## src/rtl/fmdemod_pkg.sv

```systemverilog
// Shared definitions for the demodulator sample path: serializer states, frame sync
// byte and the bytes-per-sample helper.
package fmdemod_pkg;

   localparam logic [7:0] DefaultHeaderByte = 8'hA5;

   typedef enum logic [1:0] {
      StIdle,
      StHeader,
      StData
   } ser_state_e;

   function automatic int unsigned calc_nbytes(input int unsigned width);
      return (width + 32'd7) / 32'd8;
   endfunction

endpackage

```

## src/rtl/sync_fifo.sv

```systemverilog
// Single-clock FIFO with first-word fall-through read data and an occupancy count.
module sync_fifo #(
   parameter int unsigned WIDTH = 16,
   parameter int unsigned DEPTH = 4
) (
   input  logic                     clk,
   input  logic                     rst,
   input  logic                     wr_en,
   input  logic [WIDTH-1:0]         wr_data,
   input  logic                     rd_en,
   output logic [WIDTH-1:0]         rd_data,
   output logic                     full,
   output logic                     empty,
   output logic [$clog2(DEPTH):0]   count
);

   localparam int unsigned AW = $clog2(DEPTH);
   localparam int unsigned CW = AW + 1;

   logic [WIDTH-1:0] mem [DEPTH];
   logic [AW-1:0]    wr_ptr_q;
   logic [AW-1:0]    rd_ptr_q;
   logic [CW-1:0]    count_q;
   logic             wr_ok;
   logic             rd_ok;

   assign full    = (count_q == CW'(DEPTH));
   assign empty   = (count_q == '0);
   assign count   = count_q;
   assign rd_data = mem[rd_ptr_q];

   // A write into a full FIFO is only safe when a pop frees the slot on the same edge.
   assign wr_ok = wr_en && (!full || rd_en);
   assign rd_ok = rd_en && !empty;

   always_ff @(posedge clk) begin
      if (wr_ok) begin
         mem[wr_ptr_q] <= wr_data;
      end
   end

   always_ff @(posedge clk) begin
      if (rst) begin
         wr_ptr_q <= '0;
         rd_ptr_q <= '0;
         count_q  <= '0;
      end else begin
         if (wr_ok) wr_ptr_q <= wr_ptr_q + 1'b1;
         if (rd_ok) rd_ptr_q <= rd_ptr_q + 1'b1;
         case ({wr_ok, rd_ok})
            2'b10:   count_q <= count_q + 1'b1;
            2'b01:   count_q <= count_q - 1'b1;
            default: count_q <= count_q;
         endcase
      end
   end

endmodule

```

## src/rtl/sample_serializer.sv

```systemverilog
// Buffers signed samples and emits each as an optional header byte followed by the
// sign-extended sample bytes over a valid/ready byte interface.
module sample_serializer
   import fmdemod_pkg::*;
#(
   parameter int unsigned WIDTH       = 16,
   parameter int unsigned DEPTH       = 4,
   parameter bit          MSB_FIRST   = 1'b1,
   parameter bit          HEADER_EN   = 1'b1,
   parameter logic [7:0]  HEADER_BYTE = DefaultHeaderByte
) (
   input  logic             clk,
   input  logic             rst,
   input  logic             sample_valid_i,
   input  logic [WIDTH-1:0] data_i,
   output logic             sample_ready_o,
   output logic             byte_valid_o,
   output logic [7:0]       data_uart_o,
   input  logic             byte_ready_i,
   output logic             frame_done_o,
   output logic             overflow_o,
   input  logic             clr_ovf_i
);

   localparam int unsigned NBYTES = calc_nbytes(WIDTH);
   localparam int unsigned EW     = NBYTES * 8;
   localparam int unsigned IW     = (NBYTES > 1) ? $clog2(NBYTES) : 1;
   localparam int unsigned CW     = $clog2(DEPTH) + 1;

   logic [WIDTH-1:0] fifo_rd_data;
   logic             fifo_full;
   logic             fifo_empty;
   logic [CW-1:0]    fifo_count;
   logic             fifo_wr;
   logic             fifo_rd;

   ser_state_e    state_q, state_d;
   logic [EW-1:0] shift_q, shift_d;
   logic [IW-1:0] idx_q, idx_d;
   logic          byte_valid_q, byte_valid_d;
   logic [7:0]    data_uart_q, data_uart_d;
   logic          frame_done_q, frame_done_d;
   logic          overflow_q, overflow_d;

   logic [EW-1:0] ext;
   logic [EW-1:0] shifted;
   logic [IW-1:0] sel;
   logic          load;

   assign sample_ready_o = (fifo_count != CW'(DEPTH));
   assign fifo_wr        = sample_valid_i && sample_ready_o;

   sync_fifo #(
      .WIDTH (WIDTH),
      .DEPTH (DEPTH)
   ) u_fifo (
      .clk     (clk),
      .rst     (rst),
      .wr_en   (fifo_wr),
      .wr_data (data_i),
      .rd_en   (fifo_rd),
      .rd_data (fifo_rd_data),
      .full    (fifo_full),
      .empty   (fifo_empty),
      .count   (fifo_count)
   );

   if (EW > WIDTH) begin : g_sext
      assign ext = {{(EW - WIDTH){fifo_rd_data[WIDTH-1]}}, fifo_rd_data};
   end else begin : g_nosext
      assign ext = fifo_rd_data;
   end

   always_comb begin
      state_d      = state_q;
      shift_d      = shift_q;
      idx_d        = idx_q;
      frame_done_d = 1'b0;
      load         = 1'b0;
      unique case (state_q)
         StIdle:   load = !fifo_empty;
         StHeader: if (byte_ready_i) state_d = StData;
         StData: begin
            if (byte_ready_i) begin
               if (idx_q == IW'(NBYTES - 1)) begin
                  frame_done_d = 1'b1;
                  if (!fifo_empty) load = 1'b1;
                  else             state_d = StIdle;
               end else begin
                  idx_d = idx_q + 1'b1;
               end
            end
         end
         default:  state_d = StIdle;
      endcase
      fifo_rd = load;
      if (load) begin
         shift_d = ext;
         idx_d   = '0;
         state_d = HEADER_EN ? StHeader : StData;
      end
   end

   // Outputs are registered, so the byte for the next state is selected here.
   always_comb begin
      sel          = MSB_FIRST ? (IW'(NBYTES - 1) - idx_d) : idx_d;
      shifted      = shift_d >> {sel, 3'b000};
      byte_valid_d = (state_d != StIdle);
      unique case (state_d)
         StHeader: data_uart_d = HEADER_BYTE;
         StData:   data_uart_d = shifted[7:0];
         default:  data_uart_d = 8'h00;
      endcase
      overflow_d = (overflow_q && !clr_ovf_i) || (sample_valid_i && fifo_full);
   end

   always_ff @(posedge clk) begin
      if (rst) begin
         state_q      <= StIdle;
         shift_q      <= '0;
         idx_q        <= '0;
         byte_valid_q <= 1'b0;
         data_uart_q  <= 8'h00;
         frame_done_q <= 1'b0;
         overflow_q   <= 1'b0;
      end else begin
         state_q      <= state_d;
         shift_q      <= shift_d;
         idx_q        <= idx_d;
         byte_valid_q <= byte_valid_d;
         data_uart_q  <= data_uart_d;
         frame_done_q <= frame_done_d;
         overflow_q   <= overflow_d;
      end
   end

   assign byte_valid_o = byte_valid_q;
   assign data_uart_o  = data_uart_q;
   assign frame_done_o = frame_done_q;
   assign overflow_o   = overflow_q;

endmodule

```

## config.mk

```make
export PLATFORM = sky130hd
export DESIGN_NAME = sample_serializer
export DESIGN_NICKNAME = d
export VERILOG_FILES = /design/src/rtl/fmdemod_pkg.sv /design/src/rtl/sync_fifo.sv /design/src/rtl/sample_serializer.sv
export SDC_FILE = /design/constraint.sdc
export NUM_CORES = 1
export LEC_CHECK = 0
export CORE_MARGIN = 1.5
export CORE_UTILIZATION = 38
export CTS_CLUSTER_SIZE = 10
export DETAILED_ROUTE_END_ITERATION = 8
export GPL_TIMING_DRIVEN = 0
export PLACE_DENSITY = 0.68
export SYNTH_ARGS = -nofsm -noshare
export SYNTH_HDL_FRONTEND = slang
export SYNTH_SLANG_ARGS = --single-unit
```

## constraint.sdc

```tcl
create_clock -name clk -period 2.55 [get_ports clk]
set_input_delay 0.51 -clock clk [delete_from_list [all_inputs] [get_ports clk]]
set_output_delay 0.51 -clock clk [all_outputs]
set_load 0.03 [all_outputs]
```

After elaboration in Yosys (flattened, before gate mapping)
Memory sizes are Yosys's and may differ from the RTL's. A register that Yosys moved wholly into a read port is not among the register bits.
Cells that the tools add are included.
{"block": "totals", "ram_bits": 64, "mem_count": 1, "reg_bits": 37, "word_cells": 65, "input_bits": 21, "out_inout_bits": 12}
{"block": "classes", "addsub": 6, "n_eq_ne": 8, "n_reduce_logical": 15, "bitwise_logic": 2, "muxes": 22, "shift": 1}
{"memory": "u_fifo.mem", "words": 4, "word_bits": 16, "rd": 1, "rd_clocked_by_memory_dff": 1, "wr": 1, "line_no": "sync_fifo.sv:20", "source": "logic [WIDTH-1:0] mem [DEPTH];"}
{"cell": "16-bit two-way mux", "count": 1}
{"cell": "8-bit case mux with 2 select lines", "count": 1}
{"cell": "16-bit by 4-bit >> shifter with 8-bit output", "count": 1}
{"cell": "2-bit two-way mux", "count": 7}
{"cell": "1-bit two-way mux", "count": 10}
{"cell": "2-bit by 1-bit == test with 1-bit output (second input constant)", "count": 3}
{"cell": "2-bit == test (second input constant)", "count": 3}
{"cell": "2-bit case mux with 3 select lines", "count": 1}
{"cell": "3-bit case mux with 2 select lines", "count": 1}
{"cell": "1-bit logical AND", "count": 5}
{"cell": "2-bit by 1-bit adder with 2-bit output (second input constant)", "count": 2}
{"cell": "2-bit nonzero test", "count": 2}
{"cell": "3-bit by 1-bit adder with 3-bit output (second input constant)", "count": 1}
{"cell": "3-bit == test (second input constant)", "count": 1}
{"cell": "1-bit logical NOT", "count": 3}
{"cell": "3-bit logical NOT", "count": 1}
{"cell": "3-bit inequality test (second input constant)", "count": 1}
{"cell": "3-bit OR reduction", "count": 1}
{"cell": "3-bit by 1-bit subtractor with 3-bit output (second input constant)", "count": 1}
{"cell": "2-bit logical NOT", "count": 1}
{"cell": "1-bit logical OR", "count": 2}
{"cell": "1-bit NOT", "count": 2}
{"cell": "1-bit case mux with 2 select lines", "count": 1}
{"cell": "1-bit adder (second input constant)", "count": 1}
{"cell": "1-bit subtractor (first input constant)", "count": 1}

Logic depth before layout (Yosys ltp)
{"block": "logic_depth", "ltp_word": 9, "mapped_depth": 11, "mapped_depth_nobuf": 9}

Hierarchy
A second synthesis with hierarchy kept.
{"block": "unflattened", "hier_cells": 285, "area_unflattened_um2": 4140.2}
{"mod": "sync_fifo", "instances": 1, "cells_per_inst": 138, "area_each_um2": 2830.2}
{"mod": "sample_serializer", "instances": 1, "cells_per_inst": 147, "area_each_um2": 1310.0}

Worst setup path before layout
No wires, ideal clock.
{"block": "synth_timing", "path_type": "reg-to-reg", "from": "reg u_fifo.count_q[2], in the netlist u_fifo.count[2]", "to": "reg u_fifo.count_q[2], in the netlist u_fifo.count[2]", "path_slack_ns": 0.134, "n_path_buf": 0, "required_ns": 2.480, "t_arrival_ns": 2.346, "path_stages_with_launch": 10, "cell_sequence": "dfxtp_1 > or3b_1 > and2_1 > inv_2 > ha_1 > inv_1 > fa_1 > xor2_1 > or3_1 > a21oi_1"}
{"block": "synth_via", "elab_cells_between_ends": 19}
{"element": "start, declared", "line_no": "sync_fifo.sv:23", "source": "logic [CW-1:0] count_q;"}
{"element": "start signal, assigned", "line_no": "sync_fifo.sv:51", "source": "2'b10: count_q <= count_q + 1'b1;"}
{"element": "start signal, assigned", "line_no": "sync_fifo.sv:52", "source": "2'b01: count_q <= count_q - 1'b1;"}
{"element": "start signal, assigned", "line_no": "sync_fifo.sv:53", "source": "default: count_q <= count_q;"}
{"element": "3-bit inequality test *", "line_no": "sample_serializer.sv:50", "source": "assign sample_ready_o = (fifo_count != CW'(DEPTH));"}
{"element": "via sample_ready_o", "line_no": "sample_serializer.sv:16", "source": "output logic sample_ready_o,"}
{"element": "1-bit logical AND *", "line_no": "sample_serializer.sv:51", "source": "assign fifo_wr = sample_valid_i && sample_ready_o;"}
{"element": "1-bit logical AND *", "line_no": "sync_fifo.sv:33", "source": "assign wr_ok = wr_en && (!full || rd_en);"}
{"element": "2-bit by 1-bit == test with 1-bit output / 2-bit == test (equally long branches)", "line_no": "sync_fifo.sv:50", "source": "case ({wr_ok, rd_ok})"}
{"element": "3-bit case mux with 2 select lines / 2-bit nonzero test (equally long branches)"}
Mark *: on every way through the listed nets, which the timed path passes. The rest lies on a longest branch.
A chain may end at the register's enable or synchronous reset.

Final worst setup path
{"block": "layout_timing", "from": "in byte_ready_i", "to": "reg u_fifo.count_q[2], in the netlist u_fifo.count[2]"}
{"block": "layout_via", "elab_cells_between_ends": 9}
{"element": "start, declared", "line_no": "sample_serializer.sv:19", "source": "input logic byte_ready_i,"}
{"element": "1-bit two-way mux *", "line_no": "sample_serializer.sv:84", "source": "if (byte_ready_i) begin"}
{"element": "1-bit case mux with 2 select lines *", "line_no": "sample_serializer.sv:80", "source": "unique case (state_q)"}
{"element": "1-bit logical AND *", "line_no": "sync_fifo.sv:34", "source": "assign rd_ok = rd_en && !empty;"}
{"element": "via u_fifo.rd_ok", "line_no": "sync_fifo.sv:25", "source": "logic rd_ok;"}
{"element": "2-bit by 1-bit == test with 1-bit output / 2-bit == test (equally long branches)", "line_no": "sync_fifo.sv:50"}
{"element": "3-bit case mux with 2 select lines / 2-bit nonzero test (equally long branches)"}
Marks and branches as above.

==> summary.txt <==
Floorplan
  – Initial Util: 39.1%
  – Top Ports: 33
  – Die X: 106 µm
  – Die area: 11200 µm²
  – Core ar.: 10300 µm²
  – FP Rows: 37
  – Die H: 106 µm

Power and ir drop
  – LEAKAGE: 0.00163 µW
  – Worst vdd ir: 409 µV
  – Total power: 4770 µW
  – Power Dens Cells: 998 nW/µm²

Outcome
  – Status: finished clean

Global route
  – Gr ovfl total: 0
  – Largest net degree at the start of global routing: 20
  – Initial antenna violation count: 0
  – Number of global-route vias before repair: 2259
  – Global-route wire length before repair: 11700 µm
  – GRT Util Overall: 13.9%

Yosys
  – Syn Inst Count: 277
  – Register area share after synthesis: 67.3%
  – Synth area leaders: edfxtp_1, dfxtp_1, mux4_2, a21oi_1, ha_1
  – Post-synth ARST share: 0%
  – Synthesized flop and latch total: 103
  – Unique masters post-synth: 44
  – Netlist Area Pre-Place: 4020 µm²
  – Mean area per synthesized cell: 14.5 µm²
  – Synth area leader: edfxtp_1
  – Synth Net Count: 307
  – Synth warn: 0
  – Top_reg_cell synth: edfxtp_1
  – Top-area cell type share of the netlist area: 47.8%
  – Post-synth EDFFs: 64

Worst hold path
  – Min-Delay Startpoint: shift_q[4]$_SDFF_PP0_
  – Tightest Hold Check Type: register to register
  – Hold path endpoint: shift_q[4]$_SDFF_PP0_
  – Hold Path Cell Cnt: 2

Layout
  – Synth-to-Final Area Change: 18.9%
  – Final nets: 353
  – Antenna cells: 0
  – Fraction of layout instances using a drive strength above 1: 18.6%
  – Fin util: 46.5%
  – Final Non-Filler Cells: 464

Drt
  – DR WL/cell: 15.5 µm
  – Drt first pass iters: 4
  – DR DRC count: 0
  – DRT iter0 DRCs: 111
  – Final antenna-violating net count: 0
  – Routed WL: 7190 µm
  – Number of vias per cell: 4.95
  – Via count: 2299

Critical path
  – Reg2Reg Depth: 11
  – CP max FO: 10
  – R2r setup slk: 0.20 ns
  – CP Data Required Time: 2.84 ns
  – Reg2reg end: u_fifo.count[2]$_SDFFE_PP0P_
  – CP Launch Type: input port
  – Setup crit end kind: register
  – Reg-to-Reg Start: u_fifo.count[0]$_SDFFE_PP0P_
  – Critical path data arrival time: 2.66 ns
  – Kind of critical path: input port to register

STA
  – Relative slew slack: 34.5%
  – Final Max Slew Viols: 0
  – # setup viols final: 0
  – Slew @ Worst Pin: 0.982 ns
  – Fmax achieved: 422 MHz
  – Hold Violations, Final: 0
  – Period utilization: 92.9%
  – Skew final: 0.00764 ns
  – Final min period: 2.37 ns
  – RSZ-0062 raised after global routing: false

Clocking
  – Post-CTS Hold Fix Bufs: 0
  – Clock-pin slew on the worst setup and hold paths: 0.10 ns
  – CTS tree: yes
  – CTS buffer count: 9
  – CTS Buffer Depth: 2
  – # H-tree levels: 3
  – Clk Latency, worst-skew pair: 0.36 ns
  – Clock Sinks: 103
  – CTS root buf: clkbuf_8

Placement
  – Detailed Place HPWL: 4690 µm
  – Final GP Congestion: 0.846
  – Placed cell count: 445
  – I/O Buffers: 32

Flow run
  – Max Cap Viol: 0
==> how the worst max path moves through the flow <==
stage	startpoint	end	slack [ns]	cells after the start
detailed placement	byte_ready_i	u_fifo.count[2]$_SDFFE_PP0P_	-0.65	11
finish	byte_ready_i	u_fifo.count[2]$_SDFFE_PP0P_	0.18	11
global placement	byte_ready_i	u_fifo.count[2]$_SDFFE_PP0P_	-0.58	11
global route	u_fifo.count[0]$_SDFFE_PP0P_	u_fifo.count[2]$_SDFFE_PP0P_	0.005	11
floorplan	u_fifo.count[2]$_SDFFE_PP0P_	u_fifo.count[2]$_SDFFE_PP0P_	0.13	9
CTS	u_fifo.count[2]$_SDFFE_PP0P_	u_fifo.count[2]$_SDFFE_PP0P_	0.02	11
==> cell usage after synthesis (3+ instances only) <==
cell type and number:
edfxtp_1 64, dfxtp_1 39, nor2_1 22, a21oi_1 21, nand2_1 21, mux4_2 14, inv_1 12, ha_1 8
clkbuf_1 5, mux2i_1 5, a311oi_1 4, a31oi_1 4, and3_1 4, buf_2 4, nor2b_1 4, and4_4 3
inv_2 3, nor4_1 3, o21ai_0 3, o31ai_1 3, or3_1 3
==> state kept, by name (all words and copies together) (netlist names), 2 cells and up, named ones only <==
name             count
shift_q             16
u_fifo.mem          64
u_fifo.count         3
u_fifo.rd_ptr_q      2
state_q              2
u_fifo.wr_ptr_q      2
data_uart_o          8
==> metal layers <==
metal,vias up,GRT usage [%],part of all wire (%)
met2,63,21.3,47
li1,1124,-,-
met1,1105,19.0,46
met3,7,4.76,5.6
met5,-,0,0
met4,0,3.28,1.2
==> cells by family after synthesis <==
family | after synthesis | synth area share, %
AO/OA/AOI/OAI | 42 | 6.66
XOR/XNOR | 3 | 0.654
adder cells (fa/ha/maj) | 9 | 2.99
buffers and inverters | 28 | 3.11
flip-flops | 103 | 67.3
multiplexers | 21 | 10.4
AND/OR/NAND/NOR | 71 | 8.91
==> report_power, final <==
group	internal [µW]	switching, µW
Clock	378	589
Sequential	2100	121
Combinational	712	864
Total	3190	1570
==> area by class of cell <==
cell class | count | area, µm²
tap | 136 | 170
inverter | 16 | 62.6
clock buffer | 9 | 124
sequential | 103 | 2710
buffer | 12 | 71.3
timing repair buffer | 35 | 342
multi-input combinational | 146 | 1240
clock inverter | 7 | 62.6
fill | 910 | 5500
==> metrics by stage <==
step / instance area (µm²) / hold slack, ns / TNS, ns / worst slack (ns)
6_report: 4780 / 0.463 / 0 / 0.180
3_5_place_dp: 4510 / 0.449 / -4.79 / -0.649
3_3_place_gp: 4510 / 0.448 / -4.56 / -0.582
2_1_floorplan: 4020 / 0.436 / 0 / 0.134
4_1_cts: 4700 / 0.464 / 0 / 0.0187
5_1_grt: 4780 / 0.489 / 0 / 0.00500
==> repair_timing <==
item / 4_1_cts / 5_1_grt
setup buffers: 0 / 3
resized for setup: 4 / 14
endpoints found under the hold margin: 0 / 0
setup endpoints to repair: 9 / 9
==> placed cells by master, fill, tap and decap left out, types with 3 or more instances in the layout <==
cell             synthesis  routed
buf_2                    4       3
dfxtp_1                 39      36
nor4_1                   3       3
clkbuf_1                 5       5
or3_1                    3       3
nor2b_1                  4       3
clkbuf_8                 0       9
mux4_2                  14      14
and4_4                   3       3
a21oi_1                 21      21
nand2_1                 21      20
edfxtp_1                64      64
o21ai_0                  3       3
mux2i_1                  5       5
dfxtp_2                  0       3
a311oi_2                 0       3
ha_1                     8       7
nor2_1                  22      22
and3_1                   4       4
inv_6                    0       4
clkdlybuf4s50_1          0      31
buf_4                    2       4
inv_1                   12      12
a31oi_1                  4       4
==> worst max-delay path: stages <==
cell           delay [ns]
dlygate4sd2_1        0.32
a21bo_4              0.23
nand3_2              0.12
inv_4                0.09
buf_6                0.15
ha_2                 0.20
inv_1                0.06
fa_1                 0.37
xor2_1               0.16
or3_1                0.31
a21oi_1              0.14
(Power assumes the default switching activity.)
